==> src/rtl/imm_gen_pipe.sv <==
// imm_gen_pipe: registered, handshaked RISC-V immediate generator.
// It sits between decode and the ID/EX register. The block decodes the
// I/S/B/U/J formats from opcode[6:0] and sign-extends the immediate to XLEN.
// It also reports the instruction format and whether the opcode is illegal.
// A main output register and a one-entry skid register give full throughput.
// in_ready comes straight from a flop, so it has no combinational path from
// out_ready.
// Optional feature: define IMM_ERR_CNT_EN to add the saturating err_cnt
// output, which counts illegal instructions as they are handed downstream.
module imm_gen_pipe #(
    parameter int XLEN = 32'sd64
) (
    input  logic            clk,
    input  logic            reset,
    input  logic            in_valid,
    output logic            in_ready,
    input  logic [31:0]     instr,
    output logic            out_valid,
    input  logic            out_ready,
    output logic [XLEN-1:0] imm,
    output logic [2:0]      fmt,
    output logic            illegal
`ifdef IMM_ERR_CNT_EN
    ,
    output logic [15:0]     err_cnt
`endif
);

    localparam logic [6:0] OP_LOAD   = 7'b0000011;
    localparam logic [6:0] OP_IMM    = 7'b0010011;
    localparam logic [6:0] OP_JALR   = 7'b1100111;
    localparam logic [6:0] OP_IMM32  = 7'b0011011;
    localparam logic [6:0] OP_STORE  = 7'b0100011;
    localparam logic [6:0] OP_BRANCH = 7'b1100011;
    localparam logic [6:0] OP_LUI    = 7'b0110111;
    localparam logic [6:0] OP_AUIPC  = 7'b0010111;
    localparam logic [6:0] OP_JAL    = 7'b1101111;

    localparam logic [2:0] FMT_NONE = 3'd0;
    localparam logic [2:0] FMT_I    = 3'd1;
    localparam logic [2:0] FMT_S    = 3'd2;
    localparam logic [2:0] FMT_B    = 3'd3;
    localparam logic [2:0] FMT_U    = 3'd4;
    localparam logic [2:0] FMT_J    = 3'd5;

    // decoded view of the incoming instruction
    logic [31:0]     dec_imm32_s;
    logic [XLEN-1:0] dec_imm_s;
    logic [2:0]      dec_fmt_s;
    logic            dec_ill_s;

    // main (output) register and skid register
    logic            main_valid_r, main_valid_s;
    logic [XLEN-1:0] main_imm_r,   main_imm_s;
    logic [2:0]      main_fmt_r,   main_fmt_s;
    logic            main_ill_r,   main_ill_s;
    logic            skid_valid_r, skid_valid_s;
    logic [XLEN-1:0] skid_imm_r,   skid_imm_s;
    logic [2:0]      skid_fmt_r,   skid_fmt_s;
    logic            skid_ill_r,   skid_ill_s;
    logic            in_ready_r;

    logic            in_fire_s;
    logic            out_fire_s;

    assign in_fire_s  = in_valid && in_ready_r;
    assign out_fire_s = main_valid_r && out_ready;

    // Decode the opcode into a 32-bit sign-extended immediate, a format code
    // and an illegal flag. Illegal opcodes give a zero immediate.
    always_comb begin
        dec_imm32_s = 32'd0;
        dec_fmt_s   = FMT_NONE;
        dec_ill_s   = 1'b1;
        case (instr[6:0])
            OP_LOAD, OP_IMM, OP_JALR: begin
                dec_imm32_s = {{20{instr[31]}}, instr[31:20]};
                dec_fmt_s   = FMT_I;
                dec_ill_s   = 1'b0;
            end
            OP_IMM32: begin
                // the *W op-imm forms exist only on RV64
                if (XLEN == 32'sd64) begin
                    dec_imm32_s = {{20{instr[31]}}, instr[31:20]};
                    dec_fmt_s   = FMT_I;
                    dec_ill_s   = 1'b0;
                end else begin
                    dec_imm32_s = 32'd0;
                    dec_fmt_s   = FMT_NONE;
                    dec_ill_s   = 1'b1;
                end
            end
            OP_STORE: begin
                dec_imm32_s = {{20{instr[31]}}, instr[31:25], instr[11:7]};
                dec_fmt_s   = FMT_S;
                dec_ill_s   = 1'b0;
            end
            OP_BRANCH: begin
                dec_imm32_s = {{19{instr[31]}}, instr[31], instr[7],
                               instr[30:25], instr[11:8], 1'b0};
                dec_fmt_s   = FMT_B;
                dec_ill_s   = 1'b0;
            end
            OP_LUI, OP_AUIPC: begin
                dec_imm32_s = {instr[31:12], 12'd0};
                dec_fmt_s   = FMT_U;
                dec_ill_s   = 1'b0;
            end
            OP_JAL: begin
                dec_imm32_s = {{11{instr[31]}}, instr[31], instr[19:12],
                               instr[20], instr[30:21], 1'b0};
                dec_fmt_s   = FMT_J;
                dec_ill_s   = 1'b0;
            end
            default: begin
                dec_imm32_s = 32'd0;
                dec_fmt_s   = FMT_NONE;
                dec_ill_s   = 1'b1;
            end
        endcase
    end

    // Bit 31 of the 32-bit immediate is always instr[31], so a signed resize
    // extends the immediate correctly to XLEN.
    assign dec_imm_s = XLEN'($signed(dec_imm32_s));

    // Compute the next state of the main and skid registers from the handshake.
    // The main register refills when it is empty or is being drained. Skid data
    // takes priority over the input, which keeps the instructions in order.
    always_comb begin
        main_valid_s = main_valid_r;
        main_imm_s   = main_imm_r;
        main_fmt_s   = main_fmt_r;
        main_ill_s   = main_ill_r;
        skid_valid_s = skid_valid_r;
        skid_imm_s   = skid_imm_r;
        skid_fmt_s   = skid_fmt_r;
        skid_ill_s   = skid_ill_r;
        if (!main_valid_r || out_fire_s) begin
            if (skid_valid_r) begin
                main_valid_s = 1'b1;
                main_imm_s   = skid_imm_r;
                main_fmt_s   = skid_fmt_r;
                main_ill_s   = skid_ill_r;
                skid_valid_s = 1'b0;
            end else if (in_fire_s) begin
                main_valid_s = 1'b1;
                main_imm_s   = dec_imm_s;
                main_fmt_s   = dec_fmt_s;
                main_ill_s   = dec_ill_s;
            end else begin
                main_valid_s = 1'b0;
            end
        end else begin
            // output stalled: the main register holds, and a new accept is parked
            if (in_fire_s) begin
                skid_valid_s = 1'b1;
                skid_imm_s   = dec_imm_s;
                skid_fmt_s   = dec_fmt_s;
                skid_ill_s   = dec_ill_s;
            end else begin
                skid_valid_s = skid_valid_r;
            end
        end
    end

    // Update the pipeline registers. in_ready is registered from the next skid state.
    always_ff @(posedge clk) begin
        if (reset) begin
            main_valid_r <= 1'b0;
            main_imm_r   <= '0;
            main_fmt_r   <= FMT_NONE;
            main_ill_r   <= 1'b0;
            skid_valid_r <= 1'b0;
            skid_imm_r   <= '0;
            skid_fmt_r   <= FMT_NONE;
            skid_ill_r   <= 1'b0;
            in_ready_r   <= 1'b1;
        end else begin
            main_valid_r <= main_valid_s;
            main_imm_r   <= main_imm_s;
            main_fmt_r   <= main_fmt_s;
            main_ill_r   <= main_ill_s;
            skid_valid_r <= skid_valid_s;
            skid_imm_r   <= skid_imm_s;
            skid_fmt_r   <= skid_fmt_s;
            skid_ill_r   <= skid_ill_s;
            in_ready_r   <= !skid_valid_s;
        end
    end

    assign in_ready  = in_ready_r;
    assign out_valid = main_valid_r;
    assign imm       = main_imm_r;
    assign fmt       = main_fmt_r;
    assign illegal   = main_ill_r;

`ifdef IMM_ERR_CNT_EN
    logic [15:0] err_cnt_r;

    // Count illegal instructions as they are handed downstream, saturating at all-ones.
    always_ff @(posedge clk) begin
        if (reset) begin
            err_cnt_r <= 16'd0;
        end else if (out_fire_s && main_ill_r && (err_cnt_r != 16'hFFFF)) begin
            err_cnt_r <= err_cnt_r + 16'd1;
        end else begin
            err_cnt_r <= err_cnt_r;
        end
    end

    assign err_cnt = err_cnt_r;
`endif

endmodule
==> config.mk <==
export PLATFORM = sky130hd
export DESIGN_NAME = imm_gen_pipe
export DESIGN_NICKNAME = d
export VERILOG_FILES = /design/src/rtl/imm_gen_pipe.sv
export SDC_FILE = /design/constraint.sdc
export NUM_CORES = 1
export LEC_CHECK = 0
export BUFFER_PORTS_ARGS = -buffer_cell sky130_fd_sc_hd__buf_2
export CAP_MARGIN = 20
export CORE_MARGIN = 10
export CORE_UTILIZATION = 27
export CTS_CLUSTER_SIZE = 10
export DETAILED_ROUTE_END_ITERATION = 16
export PLACE_DENSITY = 0.52
export SETUP_SLACK_MARGIN = 0.2
export SYNTH_ARGS = -nofsm -noshare
export SYNTH_HDL_FRONTEND = slang
export SYNTH_SLANG_ARGS = --single-unit
==> constraint.sdc <==
create_clock -name clk -period 1.7 [get_ports clk]
set_input_delay 0.34 -clock clk [delete_from_list [all_inputs] [get_ports clk]]
set_output_delay 0.34 -clock clk [all_outputs]
set_load 0.01 [all_outputs]
---- Word level (Yosys, flattened, before mapping) ----
Index checks and enable logic that the tools add are counted.
operators by class
  reduce and logical (&&, ||, !) cells .... 11
  equality and inequality tests ........... 9
  bitwise gates (word level) .............. 1
  mux-type cells .......................... 13
operators with widths
  kind                                                 count
  one-hot mux 32 bit (5 select lines)                  1
  2-to-1 mux 64 bit                                    2
  equality test 7 x 5 -> 1 bit, second input constant  3
  equality test 7 bit, second input constant           3
  one-hot mux 3 bit (5 select lines)                   1
  equality test 7 x 6 -> 1 bit, second input constant  2
  OR reduction 9 bit                                   1
  equality test 7 x 2 -> 1 bit, second input constant  1
  2-to-1 mux 1 bit                                     7
  2-to-1 mux 3 bit                                     2
  AND reduction 2 bit                                  2
  OR reduction 4 bit                                   1
  logical AND 1 bit                                    2
  logical NOT 1 bit                                    2
  nonzero test 2 bit                                   1
  OR reduction 2 bit                                   1
  logical OR 1 bit                                     1
  inverter 1 bit                                       1
word-level totals
  logic and storage cells ................. 43
  output and inout port bits .............. 70
  input port bits ......................... 36
  register bits ........................... 107

---- Depth between registers and ports, before layout ----
  depth in word-level cells ............... 5
  mapped depth ............................ 6
  depth with buffers taken out ............ 4

---- Least setup slack after synthesis ----
No wires, ideal clock.
  path type ............................... input-to-reg
  start point ............................. input instr[6]
  end point ............................... register skid_imm_r[18]
  arrival ................................. 1.626 ns
  stages on the path ...................... 5
  path slack .............................. -0.014 ns
  library setup time ...................... 0.088 ns
  cells stage by stage .................... buf_2 -> or3b_1 -> a211oi_4 -> nand2_1 -> a311oi_2
between the ends
  longest elaborated chain between the ends .. 3
  elaborated cells on any way between the ends .. 12
  classes of those cells .................. 9 x eq/ne; 1 x mux; 2 x reduce/logical
ends and longest elaborated chain
  element                                                                           RTL line  text
  start: declaration                                                                17        input logic [31:0] instr,
  equality test 7 x 5 -> 1 bit (tied with other cells)                              75        case (instr[6:0])
  OR reduction 4 bit (no source line) / OR reduction 2 bit (equally long branches)  n/a
  one-hot mux 32 bit (5 select lines) *                                             75
  end signal: assignment                                                            185       skid_imm_r <= skid_imm_s;
  end: declaration                                                                  58        logic [XLEN-1:0] skid_imm_r, skid_imm_s;
Mark *: on every way between the ends. The rest lies on a longest branch, timed or not.
A chain may end at the register's enable or synchronous reset.

---- Final worst setup path ----
  start point ............................. input instr[3]
  end point ............................... register skid_imm_r[19]
The elaborated chain is that of the path after synthesis.

==> impl_metrics.tcl <==
set metrics [dict create \
    outcome "finished clean" \
    path_max_fanout 10 \
    synth_area_leaders "dfxtp_1 43%, buf_4 6.9%, o221ai_1 5.8%" \
    synth-edff-count 0 \
    max_slew_margin_pct 73.2 \
    cp-start-kind "input pin" \
    worst_slack_ns 0.267 \
    yosysWarnings 0 \
    grt_overflow_total 0 \
    clk_pin_slew_ns 0.06 \
    dpl_cell_area_um2 4230 \
    synth_top_area_share_pct 43.0 \
    synth_nets 426 \
    report.power.total_mw 4.39 \
    dieArea_um2 17900 \
    hold_violations 0 \
    synth_seq_cells 75 \
    ant_nets 0 \
    track_usage_pct 12.4 \
    cts_sinks 75 \
    netlist_instances 390 \
    critPathKind "in -> reg" \
    antenna_cells 0 \
    yosysSeqAreaShare_pct 43.0 \
    numPortBuffers 105 \
    power_leakage_nw 1.84 \
    cpMaxStageDelayCell "or3b_4" \
    cts_tree "yes" \
    synthToLayoutAreaGrowth_pct 30.3 \
    hpwl_um 8350 \
    rrSetupSlack_ns 0.31 \
    initial_core_util_pct 27.7 \
    cts_buffer_depth 2 \
    drc 0 \
    slowest_delay_ns 0.41 \
    synth.distinct_cells 52 \
    peakVddDrop_v 0.000564 \
    synth_area_per_cell_um2 8.95 \
    yosysTopAreaCell "dfxtp_1" \
    slew_violations 0 \
    crit_chain "buf_2, or3b_4, a211oi_4, buf_12, nand2_1, a311oi_2" \
    synthFlopType "dfxtp_1" \
    worstPathArrival_ns 1.67 \
    viasPerCell 5.02 \
    synthArstFlopShare_pct 0 \
    place_ws_ns -0.0707 \
    crit_family "compound AO/OA/AOI/OAI gates" \
    grt_pass1_wl_um 18000 \
    skew_ns 0.00696 \
    numCtsBuffers 9 \
    setup_viol 0 \
    max_freq_mhz 698 \
    die_width_um 134 \
    period_share_pct 84.3 \
    wirelength_um 11200 \
    antenna_found_initial 0 \
    min_path_type "in -> reg" \
    post-route-util_pct 36.1 \
    vias 3278 \
    clock_latency_ns 0.33 \
    coreArea_um2 12600 \
    crit_required_ns 1.94 \
    crit_buf_inv 2 \
    design_area_um2 4550 \
    worst_pin_slew_ns 0.400 \
    first_iter_violations 166 \
    drive_above_1_share_pct 37.4 \
    hold_buffers 0 \
    firstDrtPassIters 4 \
    rsz0062_at_grt "yes" \
    ios 106 \
    wl_per_cell_um 17.2 \
    row_count 41 \
    netlist_area_um2 3490 \
    grt_max_degree 39 \
    die_h_um 134 \
    power.density_nw_per_um2 965 \
    endpoint_kind "register" \
    fin_hold_ws_ns 0.257 \
    grt_pass1_vias 3274 \
    root_buffer "clkbuf_16" \
    nets 512 \
    maxCapViolations 0 \
    cts.htree.levels 3 \
    period_needed_ns 1.43 \
    gp_congestion 0.814 \
]
## cell families (layout without fill, tap and decap cells)
| logic type | Yosys count | after routing | synth area share [%] |
|---|---|---|---|
| compound gates | 127 | 127 | 28.1 |
| simple gates | 116 | 116 | 17.2 |
| buf+inv | 70 | 161 | 11.2 |
| flops | 75 | 75 | 43.0 |
| mux | 2 | 2 | 0.573 |
## routing by layer
metal	vias up	routed length [um]	global-route usage (%)	share of wire, %
met5	-	0	0	0
met4	0	139	4.84	1.2
met3	9	724	3.42	6.4
met2	95	5400	19.9	48
met1	1552	4960	15.4	44
li1	1622	-	-	-
## path summary, 6_finish.rpt
kind | from | end | cells after the start
worst min-delay path | instr[29] | imm[9]$_SDFFE_PP0P_ | 2
worst min register to register | skid_fmt_r[0]$_SDFFE_PP0P_ | skid_fmt_r[0]$_SDFFE_PP0P_ | 2
worst max-delay path | instr[3] | skid_imm_r[19]$_SDFFE_PP0P_ | 6
worst max register to register | out_valid$_SDFFE_PP0P_ | imm[2]$_SDFFE_PP0P_ | 4
## layout make-up
class	instances	area [um^2]
Fill cell	1349	8070
Multi-Input combinational cell	245	1650
Sequential cell	75	1500
Timing Repair Buffer	140	867
Clock buffer	10	229
Tap cell	172	215
Clock inverter	6	65.1
Inverter	5	18.8
## cell usage in the layout (no fill, tap or decap), types with 3 or more instances in the layout
cell type / netlist / routed
inv_1: 4 / 4
and3_1: 8 / 8
o2bb2ai_1: 6 / 6
nand3b_1: 3 / 3
buf_12: 0 / 6
nor3_1: 6 / 5
buf_2: 6 / 105
dfxtp_1: 75 / 74
o221ai_1: 23 / 23
a31oi_1: 20 / 20
clkbuf_16: 0 / 9
a22o_1: 6 / 6
nor2_1: 34 / 32
a311oi_2: 2 / 3
nand4_1: 5 / 5
or3b_2: 4 / 4
a211oi_1: 8 / 8
buf_4: 32 / 28
nand3_1: 6 / 6
nand2_1: 32 / 32
a311oi_1: 20 / 19
a21oi_1: 24 / 24
## report_power, final
group          internal [mW]  switching (mW)
clock network           1.14           0.755
logic                  0.256           0.360
registers               1.84          0.0432
## synthesized netlist by cell type, types with 8 or more instances
library cell / instances
dfxtp_1: 75
nor2_1: 34
buf_4: 32
nand2_1: 32
a21oi_1: 24
clkbuf_1: 23
o221ai_1: 23
a311oi_1: 20
a31oi_1: 20
a211oi_1: 8
and3_1: 8
## sequential cells by signal, summed over array words and instances, names as in the netlist
register / count
skid_fmt_r: 3
out_valid: 1
illegal: 1
skid_ill_r: 1
skid_imm_r: 32
skid_valid_r: 1
fmt: 3
in_ready: 1
imm: 32
## worst register-to-register path: cells and delay by family (launching register included)
family	cells	cell delay (ns)
AOI/OAI and AO/OA	1	0.19
DFF	1	0.32
and+or+nand+nor	3	0.80
## what timing repair did
action,in CTS,in global routing
setup buffers,0,0
cloned,0,0
resized for setup,2,4
setup endpoints to repair,12,26
## metrics by stage
stage	std cells	setup TNS [ns]
final	653	0
after CTS	653	0
after global placement	637	-0.228
after floorplan	390	0
after global routing	653	0
after detailed placement	637	-1.00
Note: power is estimated with default switching activity, not from simulation.
